[config.mk]
export PLATFORM = sky130hd
export DESIGN_NAME = alu_iter_flat
export DESIGN_NICKNAME = d
export VERILOG_FILES = /design/src/rtl/alu_pkg.sv /design/src/rtl/alu_iter_if.sv /design/src/rtl/alu.sv /design/src/rtl/alu_iter.sv /design/src/flat_wrapper.sv
export SDC_FILE = /design/constraint.sdc
export NUM_CORES = 1
export LEC_CHECK = 0
export BUFFER_PORTS_ARGS = -buffer_cell sky130_fd_sc_hd__buf_2
export CAP_MARGIN = 0
export CORE_MARGIN = 2
export CORE_UTILIZATION = 35
export CTS_BUF_LIST = sky130_fd_sc_hd__clkbuf_4 sky130_fd_sc_hd__clkbuf_8 sky130_fd_sc_hd__clkbuf_16
export CTS_CLUSTER_SIZE = 10
export DETAILED_ROUTE_END_ITERATION = 7
export GPL_TIMING_DRIVEN = 0
export HOLD_SLACK_MARGIN = 0.05
export PLACE_DENSITY = 0.58
export SLEW_MARGIN = 15
export SYNTH_ARGS = -nofsm -noshare
export SYNTH_HDL_FRONTEND = slang
export SYNTH_SLANG_ARGS = --single-unit
[constraint.sdc]
create_clock -name clk_i -period 6.15 [get_ports clk_i]
set_input_delay 0.615 -clock clk_i [delete_from_list [all_inputs] [get_ports clk_i]]
set_output_delay 0.615 -clock clk_i [all_outputs]
set_load 0.005 [all_outputs]
[src/rtl/alu_pkg.sv]
// Shared definitions for the iterative ALU: opcodes, FSM states, flag indices.
package alu_pkg;

    typedef enum logic [3:0] {
        OP_AND = 4'b0000,
        OP_XOR = 4'b0001,
        OP_SUB = 4'b0010,
        OP_RSB = 4'b0011,
        OP_ADD = 4'b0100,
        OP_LSL = 4'b0101,
        OP_LSR = 4'b0110,
        OP_ASR = 4'b0111,
        OP_MUL = 4'b1001,
        OP_ORR = 4'b1100,
        OP_MOV = 4'b1101
    } op_e;

    typedef enum logic [1:0] {
        IDLE,
        BUSY,
        DONE
    } state_e;

    // Bit positions inside the {N,Z,C,V} flag register
    localparam int FLAG_N = 3;
    localparam int FLAG_Z = 2;
    localparam int FLAG_C = 1;
    localparam int FLAG_V = 0;

    function automatic logic is_shift(input logic [3:0] op);
        return (op == OP_LSL) || (op == OP_LSR) || (op == OP_ASR);
    endfunction

endpackage

[src/rtl/alu_iter_if.sv]
// Request/response bus of the iterative ALU; the block is the slave side.
interface alu_iter_if #(
    parameter int N = 32
) ();

    logic         valid_i;
    logic         ready_o;
    logic [3:0]   op_i;
    logic [N-1:0] operand_a_i;
    logic [N-1:0] operand_b_i;
    logic         set_flags_i;
    logic         valid_o;
    logic         ready_i;
    logic [N-1:0] result_o;
    logic [3:0]   nzcv_o;

    modport slave (
        input  valid_i, op_i, operand_a_i, operand_b_i, set_flags_i, ready_i,
        output ready_o, valid_o, result_o, nzcv_o
    );

    modport master (
        output valid_i, op_i, operand_a_i, operand_b_i, set_flags_i, ready_i,
        input  ready_o, valid_o, result_o, nzcv_o
    );

endinterface

[src/rtl/alu.sv]
// Combinational ALU for the single-cycle operations and their flags.
// Opcodes it does not implement give a zero result and pass flags through.
module alu
    import alu_pkg::*;
#(
    parameter int N = 32
) (
    input  logic [3:0]   op,
    input  logic [N-1:0] a,
    input  logic [N-1:0] b,
    input  logic [3:0]   nzcv_in,
    output logic [N-1:0] result,
    output logic [3:0]   nzcv_out
);

    logic [N-1:0] add_x;
    logic [N-1:0] add_y;
    logic         add_cin;
    logic [N:0]   sum;
    logic         use_add;
    logic         use_logic;

    // Subtraction is x + ~y + 1 so carry and overflow share the adder path
    always_comb begin
        result    = '0;
        nzcv_out  = nzcv_in;
        add_x     = '0;
        add_y     = '0;
        add_cin   = 1'b0;
        use_add   = 1'b0;
        use_logic = 1'b0;
        sum       = '0;
        case (op)
            OP_ADD: begin add_x = a; add_y = b;  add_cin = 1'b0; use_add = 1'b1; end
            OP_SUB: begin add_x = a; add_y = ~b; add_cin = 1'b1; use_add = 1'b1; end
            OP_RSB: begin add_x = b; add_y = ~a; add_cin = 1'b1; use_add = 1'b1; end
            OP_AND: begin result = a & b; use_logic = 1'b1; end
            OP_XOR: begin result = a ^ b; use_logic = 1'b1; end
            OP_ORR: begin result = a | b; use_logic = 1'b1; end
            OP_MOV: begin result = b;     use_logic = 1'b1; end
            default: ;
        endcase
        if (use_add) begin
            sum              = {1'b0, add_x} + {1'b0, add_y} + {{N{1'b0}}, add_cin};
            result           = sum[N-1:0];
            nzcv_out[FLAG_N] = sum[N-1];
            nzcv_out[FLAG_Z] = (sum[N-1:0] == '0);
            nzcv_out[FLAG_C] = sum[N];
            nzcv_out[FLAG_V] = (add_x[N-1] == add_y[N-1]) && (sum[N-1] != add_x[N-1]);
        end
        if (use_logic) begin
            nzcv_out[FLAG_N] = result[N-1];
            nzcv_out[FLAG_Z] = (result == '0);
        end
    end

endmodule

[src/rtl/alu_iter.sv]
// Iterative ALU: single-cycle ops through alu, shifts one bit per cycle,
// optional shift-add multiplier enabled by macro ALU_ITER_MUL_EN.
module alu_iter
    import alu_pkg::*;
#(
    parameter int N  = 32,
    parameter int SW = $clog2(N)
) (
    input  logic       clk_i,
    input  logic       rst_i,
    alu_iter_if.slave  bus
);

    localparam int CW = SW + 1;

    state_e        state;
    logic          ready_q;
    logic          valid_q;
    logic [3:0]    op_q;
    logic          sf_q;
    logic [N-1:0]  work_a;
    logic [N-1:0]  result_q;
    logic [3:0]    nzcv_q;
    logic [CW-1:0] count;
    logic [SW-1:0] amount;
`ifdef ALU_ITER_MUL_EN
    logic [N-1:0]  work_b;
    logic [N-1:0]  acc;
`endif

    logic [N-1:0]  alu_result;
    logic [3:0]    alu_nzcv;
    logic [N-1:0]  step_val;
    logic          step_out;

    assign amount      = bus.operand_b_i[SW-1:0];
    assign bus.ready_o = ready_q;
    assign bus.valid_o = valid_q;
    assign bus.result_o = result_q;
    assign bus.nzcv_o  = nzcv_q;

    alu #(.N(N)) u_alu (
        .op       (bus.op_i),
        .a        (bus.operand_a_i),
        .b        (bus.operand_b_i),
        .nzcv_in  (nzcv_q),
        .result   (alu_result),
        .nzcv_out (alu_nzcv)
    );

    // Value after one iteration step; for MUL it is the next accumulator
    always_comb begin
        step_val = work_a;
        step_out = 1'b0;
        case (op_q)
            OP_LSL: begin step_val = {work_a[N-2:0], 1'b0};         step_out = work_a[N-1]; end
            OP_LSR: begin step_val = {1'b0, work_a[N-1:1]};         step_out = work_a[0];   end
            OP_ASR: begin step_val = {work_a[N-1], work_a[N-1:1]};  step_out = work_a[0];   end
`ifdef ALU_ITER_MUL_EN
            OP_MUL: step_val = work_b[0] ? (acc + work_a) : acc;
`endif
            default: ;
        endcase
    end

    // Handshake FSM with registered outputs, iteration and flag update
    always_ff @(posedge clk_i) begin
        if (rst_i) begin
            state    <= IDLE;
            ready_q  <= 1'b1;
            valid_q  <= 1'b0;
            result_q <= '0;
            nzcv_q   <= '0;
            count    <= '0;
            op_q     <= '0;
            sf_q     <= 1'b0;
            work_a   <= '0;
`ifdef ALU_ITER_MUL_EN
            work_b   <= '0;
            acc      <= '0;
`endif
        end else begin
            case (state)
                IDLE: begin
                    if (bus.valid_i) begin
                        op_q    <= bus.op_i;
                        sf_q    <= bus.set_flags_i;
                        work_a  <= bus.operand_a_i;
                        ready_q <= 1'b0;
                        if (is_shift(bus.op_i)) begin
                            if (amount == '0) begin
                                state    <= DONE;
                                valid_q  <= 1'b1;
                                result_q <= bus.operand_a_i;
                                if (bus.set_flags_i) begin
                                    nzcv_q[FLAG_N] <= bus.operand_a_i[N-1];
                                    nzcv_q[FLAG_Z] <= (bus.operand_a_i == '0);
                                end
                            end else begin
                                state <= BUSY;
                                count <= {1'b0, amount};
                            end
                        end
`ifdef ALU_ITER_MUL_EN
                        else if (bus.op_i == OP_MUL) begin
                            state  <= BUSY;
                            count  <= CW'(N);
                            work_b <= bus.operand_b_i;
                            acc    <= '0;
                        end
`endif
                        else begin
                            state    <= DONE;
                            valid_q  <= 1'b1;
                            result_q <= alu_result;
                            if (bus.set_flags_i) begin
                                nzcv_q <= alu_nzcv;
                            end
                        end
                    end
                end
                BUSY: begin
                    count <= count - CW'(1);
`ifdef ALU_ITER_MUL_EN
                    if (op_q == OP_MUL) begin
                        acc    <= step_val;
                        work_a <= work_a << 1;
                        work_b <= work_b >> 1;
                    end else begin
                        work_a <= step_val;
                    end
`else
                    work_a <= step_val;
`endif
                    if (count == CW'(1)) begin
                        state    <= DONE;
                        valid_q  <= 1'b1;
                        result_q <= step_val;
                        if (sf_q) begin
                            nzcv_q[FLAG_N] <= step_val[N-1];
                            nzcv_q[FLAG_Z] <= (step_val == '0);
                            if (is_shift(op_q)) begin
                                nzcv_q[FLAG_C] <= step_out;
                            end
                        end
                    end
                end
                DONE: begin
                    if (bus.ready_i) begin
                        state   <= IDLE;
                        valid_q <= 1'b0;
                        ready_q <= 1'b1;
                    end
                end
                default: begin
                    state   <= IDLE;
                    valid_q <= 1'b0;
                    ready_q <= 1'b1;
                end
            endcase
        end
    end

endmodule

[src/flat_wrapper.sv]
// flat-port wrapper written by rule: the top's interface ports become plain ports
module alu_iter_flat import alu_pkg::*;
#(
    parameter int N  = 32,
    parameter int SW = $clog2(N)
)
  (clk_i, rst_i, bus_valid_i, bus_op_i, bus_operand_a_i, bus_operand_b_i, bus_set_flags_i, bus_ready_i, bus_ready_o, bus_valid_o, bus_result_o, bus_nzcv_o);
  alu_iter_if #(.N(N)) bus_i ();
  input  logic clk_i;
  input  logic rst_i;
  input wire logic [$bits(bus_i.valid_i)-1:0] bus_valid_i;
  input wire logic [$bits(bus_i.op_i)-1:0] bus_op_i;
  input wire logic [$bits(bus_i.operand_a_i)-1:0] bus_operand_a_i;
  input wire logic [$bits(bus_i.operand_b_i)-1:0] bus_operand_b_i;
  input wire logic [$bits(bus_i.set_flags_i)-1:0] bus_set_flags_i;
  input wire logic [$bits(bus_i.ready_i)-1:0] bus_ready_i;
  output wire logic [$bits(bus_i.ready_o)-1:0] bus_ready_o;
  output wire logic [$bits(bus_i.valid_o)-1:0] bus_valid_o;
  output wire logic [$bits(bus_i.result_o)-1:0] bus_result_o;
  output wire logic [$bits(bus_i.nzcv_o)-1:0] bus_nzcv_o;
  assign bus_i.valid_i = bus_valid_i;
  assign bus_i.op_i = bus_op_i;
  assign bus_i.operand_a_i = bus_operand_a_i;
  assign bus_i.operand_b_i = bus_operand_b_i;
  assign bus_i.set_flags_i = bus_set_flags_i;
  assign bus_i.ready_i = bus_ready_i;
  assign bus_ready_o = bus_i.ready_o;
  assign bus_valid_o = bus_i.valid_o;
  assign bus_result_o = bus_i.result_o;
  assign bus_nzcv_o = bus_i.nzcv_o;
  alu_iter #(.N(N), .SW(SW)) u_core (.clk_i(clk_i), .rst_i(rst_i), .bus(bus_i));
endmodule
## Word-level counts from Yosys, hierarchy flattened

Cells that the tools add are included.

- $add $sub $neg: 3
- Equal/unequal tests: 31
- Bitwise operators: 7
- Muxes and demuxes: 47
- Reduce and logical (&&, ||, !) cells: 28

Operators by type and width:

| kind | number |
|---|---|
| 2-to-1 mux 32 bit | 6 |
| one-hot mux 32 bit (2 select lines) | 3 |
| one-hot mux 32 bit (3 select lines) | 2 |
| logical NOT 32 bit | 4 |
| one-hot mux 32 bit (4 select lines) | 1 |
| inverter 32 bit | 2 |
| adder 32 x 32 -> 33 bit | 1 |
| adder 33 x 1 -> 33 bit | 1 |
| AND 32 bit | 1 |
| bitwise OR 32 bit | 1 |
| XOR 32 bit | 1 |
| == test 4 x 3 -> 1 bit (second input constant) | 7 |
| 2-to-1 mux 2 bit | 10 |
| 2-to-1 mux 6 bit | 3 |
| AND reduction 8 bit | 2 |
| 2-to-1 mux 4 bit | 3 |
| inequality test 2 bit (second input constant) | 6 |
| one-hot mux 6 bit (2 select lines) | 1 |
| AND reduction 4 bit | 3 |
| 2-to-1 mux 1 bit | 11 |
| == test 4 x 2 -> 1 bit (second input constant) | 2 |
| == test 4 bit (second input constant) | 2 |
| inequality test 2 x 1 -> 1 bit (second input constant) | 4 |
| == test 6 x 1 -> 1 bit (second input constant) | 1 |
| 27 further kinds | 38 |

- Input port bits: 73
- Flip-flop bits (word level): 83
- Output and inout bits: 38

## Depth between registers and ports, before layout

- Depth in word-level cells: 13
- Gate-level depth with buffers: 20
- Gate-level depth less buffers: 16

## By module

From an unflattened synthesis, not the netlist that was laid out.

- Cells, all modules: 1,466
- Area, all modules: 10,719.0 sq um

By module, submodules not included:

| module | sequential area each (sq um) | times used | cells an instance | area an instance (sq um) |
|---|---|---|---|---|
| alu | 0.0 | 1 | 791 | 5,554.1 |
| alu_iter | 1,661.6 | 1 | 675 | 5,165.0 |

## Worst setup path before layout

No wires, ideal clock.

- Path kind: input to register
- From: input port bus_op_i[2]
- To: register u_core.nzcv_q[2], in the netlist u_core.bus.nzcv_o[2]
- Arrival time: 4,972 ps
- Stages: 20
- Path slack: 1,090 ps
- Cell sequence: clkbuf_1 > nor3b_1 > clkbuf_1 > and2_1 > clkbuf_1 > clkbuf_1 > a22o_1 > fa_1 > fa_1 > a21o_1 > a221oi_2 > o211ai_1 > a211o_1 > a31o_1 > a21oi_1 > xnor2_1 > a2111oi_0 > a311o_1 > a31oi_1 > nor4_2

- Longest elaborated chain between the ends: 12
- Elaborated cells between the ends (all ways): 37
- Those cells by class: 2 x add/sub; 12 x eq/ne; 13 x mux; 10 x reduce/logical

Ends and longest elaborated chain:

| item | line | source |
|---|---|---|
| from (decl) | flat_wrapper.sv:12 | `input wire logic [$bits(bus_i.op_i)-1:0] bus_op_i;` |
| == test 4 x 2 -> 1 bit / == test 4 x 3 -> 1 bit (equally long branches) | alu.sv:33 | `case (op)` |
| OR reduction 2 bit (no source line) | -- |  |
| one-hot mux 32 bit (2 select lines) | alu.sv:33 |  |
| adder 32 x 32 -> 33 bit | alu.sv:44 | `sum = {1'b0, add_x} + {1'b0, add_y} + {{N{1'b0}}, add_cin};` |
| adder 33 x 1 -> 33 bit | alu.sv:44 |  |
| logical NOT 32 bit / 2-to-1 mux 32 bit (equally long branches) | alu.sv:47, alu.sv:43 |  |
| 2-to-1 mux 4 bit / logical NOT 32 bit (equally long branches) | alu.sv:43, alu.sv:53 |  |
| 2-to-1 mux 2 bit | alu.sv:51 | `if (use_logic) begin` |
| 2-to-1 mux 4 bit | alu_iter.sv:116 | `if (bus.set_flags_i) begin` |
| 2-to-1 mux 2 bit | alu_iter.sv:90 | `if (is_shift(bus.op_i)) begin` |
| 2-to-1 mux 4 bit | alu_iter.sv:85 | `if (bus.valid_i) begin` |
| one-hot mux 3 bit (2 select lines) | alu_iter.sv:83 | `case (state)` |
| to (signal, indexed assignment) | alu_iter.sv:96 | `nzcv_q[FLAG_N] <= bus.operand_a_i[N-1];` |
| to (signal, indexed assignment) | alu_iter.sv:97 | `nzcv_q[FLAG_Z] <= (bus.operand_a_i == '0);` |
| to (signal assigned) | alu_iter.sv:117 | `nzcv_q <= alu_nzcv;` |
| to (decl) | alu_iter.sv:23 | `logic [3:0] nzcv_q;` |

Several ways; a longest one is shown, not always the timed one. The select of a mux whose other input is x is not followed.
A chain may end at the register's enable or synchronous reset.

## Final worst setup path

- From: input port bus_op_i[0]
- To: register u_core.nzcv_q[2], in the netlist u_core.bus.nzcv_o[2]

Same word-level chain as after synthesis.

==> results.ini <==
[timing]
layout_min_cycle_time_ns = 5.87
clock_skew_ns = 0.0117
actual_transition_at_the_worst_max_transition_pin_ns = 1.03
post_route_fraction_of_the_period_consumed_by_the_critical_path_pct = 95.4
final-max-slew-violation-count = 0
report.final.setup_viol = 0
final_critical_path_setup_slack_ns = 0.281
endpoints_failing_hold = 0
max_clock_freq_mhz = 170
slew-limit-headroom_pct = 30.5
grt_setup_unrepaired = false

[power]
p_leak_uw = 0.00473
power_frac_clock_pct = 31.7
p_int_uw = 1190
post_layout_total_power_uw = 1960
power_frac_seq_pct = 31.9
p_switching_uw = 769
switching_power_as_a_share_of_total_power_pct = 39.2
total_power_density_per_cell_area_nw_per_um2 = 175
power.share.combinational_pct = 36.4
max-vdd-ir-drop_mv = 0.119

[placement]
place_hpwl_um = 35000
gpl.final_weighted_congestion = 0.981
dp_slack_ns = -0.110
io_buffer_count = 107
numPlacedInstances = 1891

[clock_network]
post_cts_buffers = 0
root_buffer = sky130_fd_sc_hd__clkbuf_16
post_cts.resized_instances = 0
cts-buffers-inserted = 9
cts_h_tree_depth = 3
worst_setup_hold_path_clk_slew_ns = 0.07
tritoncts = done
clock_sinks = 83
clock_path_buffers = 2
post_cts_hold_buffer_count = 0
clk_latency_ns = 0.35

[global_routing]
grt_max_degree = 16
global_route_wire_length_before_repair_um = 66300
grt_usage_pct = 29.8
overflow = 0
grt_antenna_before_repair = 0
via_count_of_the_first_global_routing_pass = 10800

[drt]
routed-via-count = 12000
route.antenna.remaining_nets = 0
initialDrtViolationCount = 1771
detail_route.first_pass.iterations = 5
drt-total-wl_um = 44900
routedWlPerCell_um = 23.5
drt-vias-per-instance = 6.29
drc = 0

[yosys]
ys.flop_type = sky130_fd_sc_hd__dfxtp_1
synth.lib_cells_used.distinct = 73
seq_area_frac_synth_pct = 16.8
syn_inst = 1406
yosysWarningCount = 0
synth-edff-count = 0
synthArstFlopShare_pct = 0
mappedNetlistNets = 1578
mappedNetlistArea_um2 = 9890
synth_seq_cells = 83
postSynthAreaPerCell_um2 = 7.04

[cells_and_area]
final.fill_count = 3036
finalNetCount = 1695
layout_cells_sized_above_1_pct = 9.23
multi_input_logic_area_um2 = 7490
regArea_um2 = 1660
antenna-diode-count = 0
flow.area_growth_from_synthesis_pct = 13.6
final_cell_count_no_fill = 1906

[die]
die_h_um = 172
dieWidth_um = 172
rows = 61
floorplan.io_pins = 111
dieArea_um2 = 29600
design.core.area_um2 = 27800
start_util_pct = 35.6

[setup_path]
critical-path-slowest-cell = sky130_fd_sc_hd__clkbuf_1
worst_setup_path_start_kind = input pin
criticalPathCategory = in -> reg
critical_path_depth = 18
crit_required_ns = 6.42
critical-path-top-delay-family = compound AO/OA/AOI/OAI gates
timing.critical_path.arrival_ns = 6.14
worst-r2r-cell-count = 12
timing.critical_path.buf_inv = 3
worstSetupEndpointType = flip-flop
crit_path_max_fanout = 10
cpPeakStageDelay_ns = 0.64
crit_path_cell_trace = buf_2 -> clkbuf_1 -> clkbuf_1 -> mux2i_1 -> a22o_1 -> fa_1 -> fa_1 -> a21o_1 -> a221oi_2 -> o311a_1 -> o21ai_0 -> xnor2_1 -> o211ai_1 -> a211oi_1 -> nand3_1 -> nor4_1 -> a31oi_1 -> nor4_2

[status]
status = finished clean

[min_path]
hp-class = reg -> reg
worst_hold_path.num_cells = 2

[flow_run]
count_of_maximum_capacitance_violations = 0

logic make-up (layout without fill, tap and decap cells):
kind of cell               count (synthesis)  count (layout)  share of synthesized area, %
and+or+nand+nor                          435             435                          20.4
DFF                                       83              83                          16.8
AOI/OAI and AO/OA                        522             522                          36.0
buffers and inverters                    198             320                          7.54
xor gates and xnor gates                  31              31                          2.74
adders and majority gates                 99              99                          12.7
muxes                                     38              38                          3.86
layout make-up:
| type | instances | area share, % |
|---|---|---|
| Timing Repair Buffer | 107 | 4.77 |
| Inverter | 82 | 2.74 |
| Buffer | 115 | 3.86 |
| Multi-Input combinational cell | 1125 | 66.7 |
| Clock inverter | 6 | 0.846 |
| Tap cell | 378 | 4.21 |
| Clock buffer | 10 | 2.13 |
| Sequential cell | 83 | 14.8 |
worst paths after layout:
path / from / end / slack (ns)
worst max register to register: u_core.op_q[2] / u_core.bus.nzcv_o[2] / 2.35
worst max-delay path: bus_op_i[0] / u_core.bus.nzcv_o[2] / 0.28
worst min register to register: u_core.bus.valid_o / u_core.bus.valid_o / 0.45
worst min-delay path: u_core.bus.valid_o / u_core.bus.valid_o / 0.45
cells in the mapped netlist, types with 4 or more instances:
master | count | area share (%)
sky130_fd_sc_hd__o22ai_1 | 35 | 2.2
sky130_fd_sc_hd__or4_1 | 5 | 0.38
sky130_fd_sc_hd__nor3_1 | 51 | 2.6
sky130_fd_sc_hd__a311oi_1 | 12 | 1.1
sky130_fd_sc_hd__a31oi_1 | 11 | 0.70
sky130_fd_sc_hd__mux2i_1 | 37 | 3.7
sky130_fd_sc_hd__o21a_1 | 9 | 0.68
sky130_fd_sc_hd__o21bai_1 | 6 | 0.46
sky130_fd_sc_hd__a221o_1 | 8 | 0.81
sky130_fd_sc_hd__a211oi_1 | 33 | 2.5
sky130_fd_sc_hd__o21ai_0 | 85 | 4.3
sky130_fd_sc_hd__nor4_1 | 19 | 1.2
sky130_fd_sc_hd__dfxtp_1 | 83 | 17
sky130_fd_sc_hd__buf_1 | 8 | 0.30
sky130_fd_sc_hd__nor2_1 | 172 | 6.5
sky130_fd_sc_hd__and3_1 | 8 | 0.51
sky130_fd_sc_hd__inv_1 | 81 | 3.1
sky130_fd_sc_hd__nor3b_1 | 5 | 0.38
sky130_fd_sc_hd__nand3_1 | 10 | 0.51
sky130_fd_sc_hd__o211ai_1 | 11 | 0.83
sky130_fd_sc_hd__nand2_1 | 108 | 4.1
sky130_fd_sc_hd__nand4_1 | 17 | 1.1
sky130_fd_sc_hd__a21oi_1 | 133 | 6.7
sky130_fd_sc_hd__nand3b_1 | 6 | 0.46
sky130_fd_sc_hd__clkbuf_1 | 106 | 4.0
sky130_fd_sc_hd__a211o_1 | 4 | 0.35
sky130_fd_sc_hd__ha_1 | 97 | 12
sky130_fd_sc_hd__a22o_1 | 68 | 6.0
sky130_fd_sc_hd__xnor2_1 | 21 | 1.9
sky130_fd_sc_hd__o221ai_1 | 5 | 0.44
sky130_fd_sc_hd__a22oi_1 | 18 | 1.4
sky130_fd_sc_hd__nand2b_1 | 10 | 0.63
sky130_fd_sc_hd__xor2_1 | 10 | 0.89
sky130_fd_sc_hd__a221oi_1 | 40 | 3.5
sky130_fd_sc_hd__and2_1 | 6 | 0.38
sky130_fd_sc_hd__a21o_1 | 8 | 0.61
metrics by stage:
step | hold WS (ns) | setup TNS, ns | area (um^2) | util, %
floorplan | 0.448 | 0 | 9890 | -
global placement | 0.442 | -0.168 | 10900 | 39.2
detailed placement | 0.445 | -0.110 | 10900 | 39.2
CTS | 0.454 | 0 | 11200 | 40.4
global route | 0.484 | 0 | 11200 | 40.4
finish | 0.451 | 0 | 11200 | 40.4
registers in the layout, indices dropped and copies added, names as in the netlist:
| register | cells |
|---|---|
| u_core.bus.nzcv_o | 4 |
| u_core.bus.ready_o | 1 |
| u_core.bus.result_o | 32 |
| u_core.bus.valid_o | 1 |
| u_core.count | 6 |
| u_core.op_q | 4 |
| u_core.sf_q | 1 |
| u_core.state | 2 |
| u_core.work_a | 32 |
power groups by stage:
stage	logic, uW	clock network [uW]	registers, uW
global placement	685	0	635
finish	715	622	625
global route	774	645	629
detailed placement	688	0	635
CTS	693	620	623
floorplan	432	0	624
layout by cell type (no fill, tap or decap), types with 8 or more instances in the layout:
cell type	count
sky130_fd_sc_hd__a22oi_1	18
sky130_fd_sc_hd__nor3_1	51
sky130_fd_sc_hd__o211ai_1	11
sky130_fd_sc_hd__a211oi_1	33
sky130_fd_sc_hd__nand2_1	108
sky130_fd_sc_hd__a21o_1	8
sky130_fd_sc_hd__xor2_1	10
sky130_fd_sc_hd__buf_1	8
sky130_fd_sc_hd__a221o_1	8
sky130_fd_sc_hd__clkbuf_1	105
sky130_fd_sc_hd__a311oi_1	12
sky130_fd_sc_hd__o21a_1	9
sky130_fd_sc_hd__nand4_1	17
sky130_fd_sc_hd__buf_2	109
sky130_fd_sc_hd__xnor2_1	21
sky130_fd_sc_hd__a221oi_1	40
sky130_fd_sc_hd__ha_1	97
sky130_fd_sc_hd__nand2b_1	10
sky130_fd_sc_hd__a31oi_1	11
sky130_fd_sc_hd__o21ai_0	85
sky130_fd_sc_hd__mux2i_1	37
sky130_fd_sc_hd__nor4_1	19
sky130_fd_sc_hd__dfxtp_1	83
sky130_fd_sc_hd__nand3_1	10
sky130_fd_sc_hd__a21oi_1	132
sky130_fd_sc_hd__inv_1	81
sky130_fd_sc_hd__a22o_1	68
sky130_fd_sc_hd__nor2_1	172
sky130_fd_sc_hd__o22ai_1	35
sky130_fd_sc_hd__clkbuf_16	9
sky130_fd_sc_hd__and3_1	8
worst reg2reg max path, stage by stage (launching register included):
cell                       delay [ns]
sky130_fd_sc_hd__dfxtp_1         0.35
sky130_fd_sc_hd__nor2b_1         0.30
sky130_fd_sc_hd__clkbuf_1        0.41
sky130_fd_sc_hd__clkbuf_1        0.45
sky130_fd_sc_hd__o21ai_0         0.33
sky130_fd_sc_hd__a221oi_1        0.61
sky130_fd_sc_hd__nand2_1         0.17
sky130_fd_sc_hd__nor3_1          0.18
sky130_fd_sc_hd__nand4_1         0.12
sky130_fd_sc_hd__o21ai_0         0.36
sky130_fd_sc_hd__a311o_1         0.18
sky130_fd_sc_hd__a31oi_1         0.06
sky130_fd_sc_hd__nor4_2          0.22
routing by layer:
| layer | GRT usage [%] | wire (um) | vias to the layer above |
|---|---|---|---|
| li1 | - | - | 5474 |
| met1 | 43.0 | 20000 | 5716 |
| met2 | 44.4 | 18700 | 707 |
| met3 | 5.06 | 4470 | 101 |
| met4 | 10.6 | 1770 | 0 |
| met5 | 0 | 0 | - |
No activity file was read; power rests on OpenSTA's default activity.
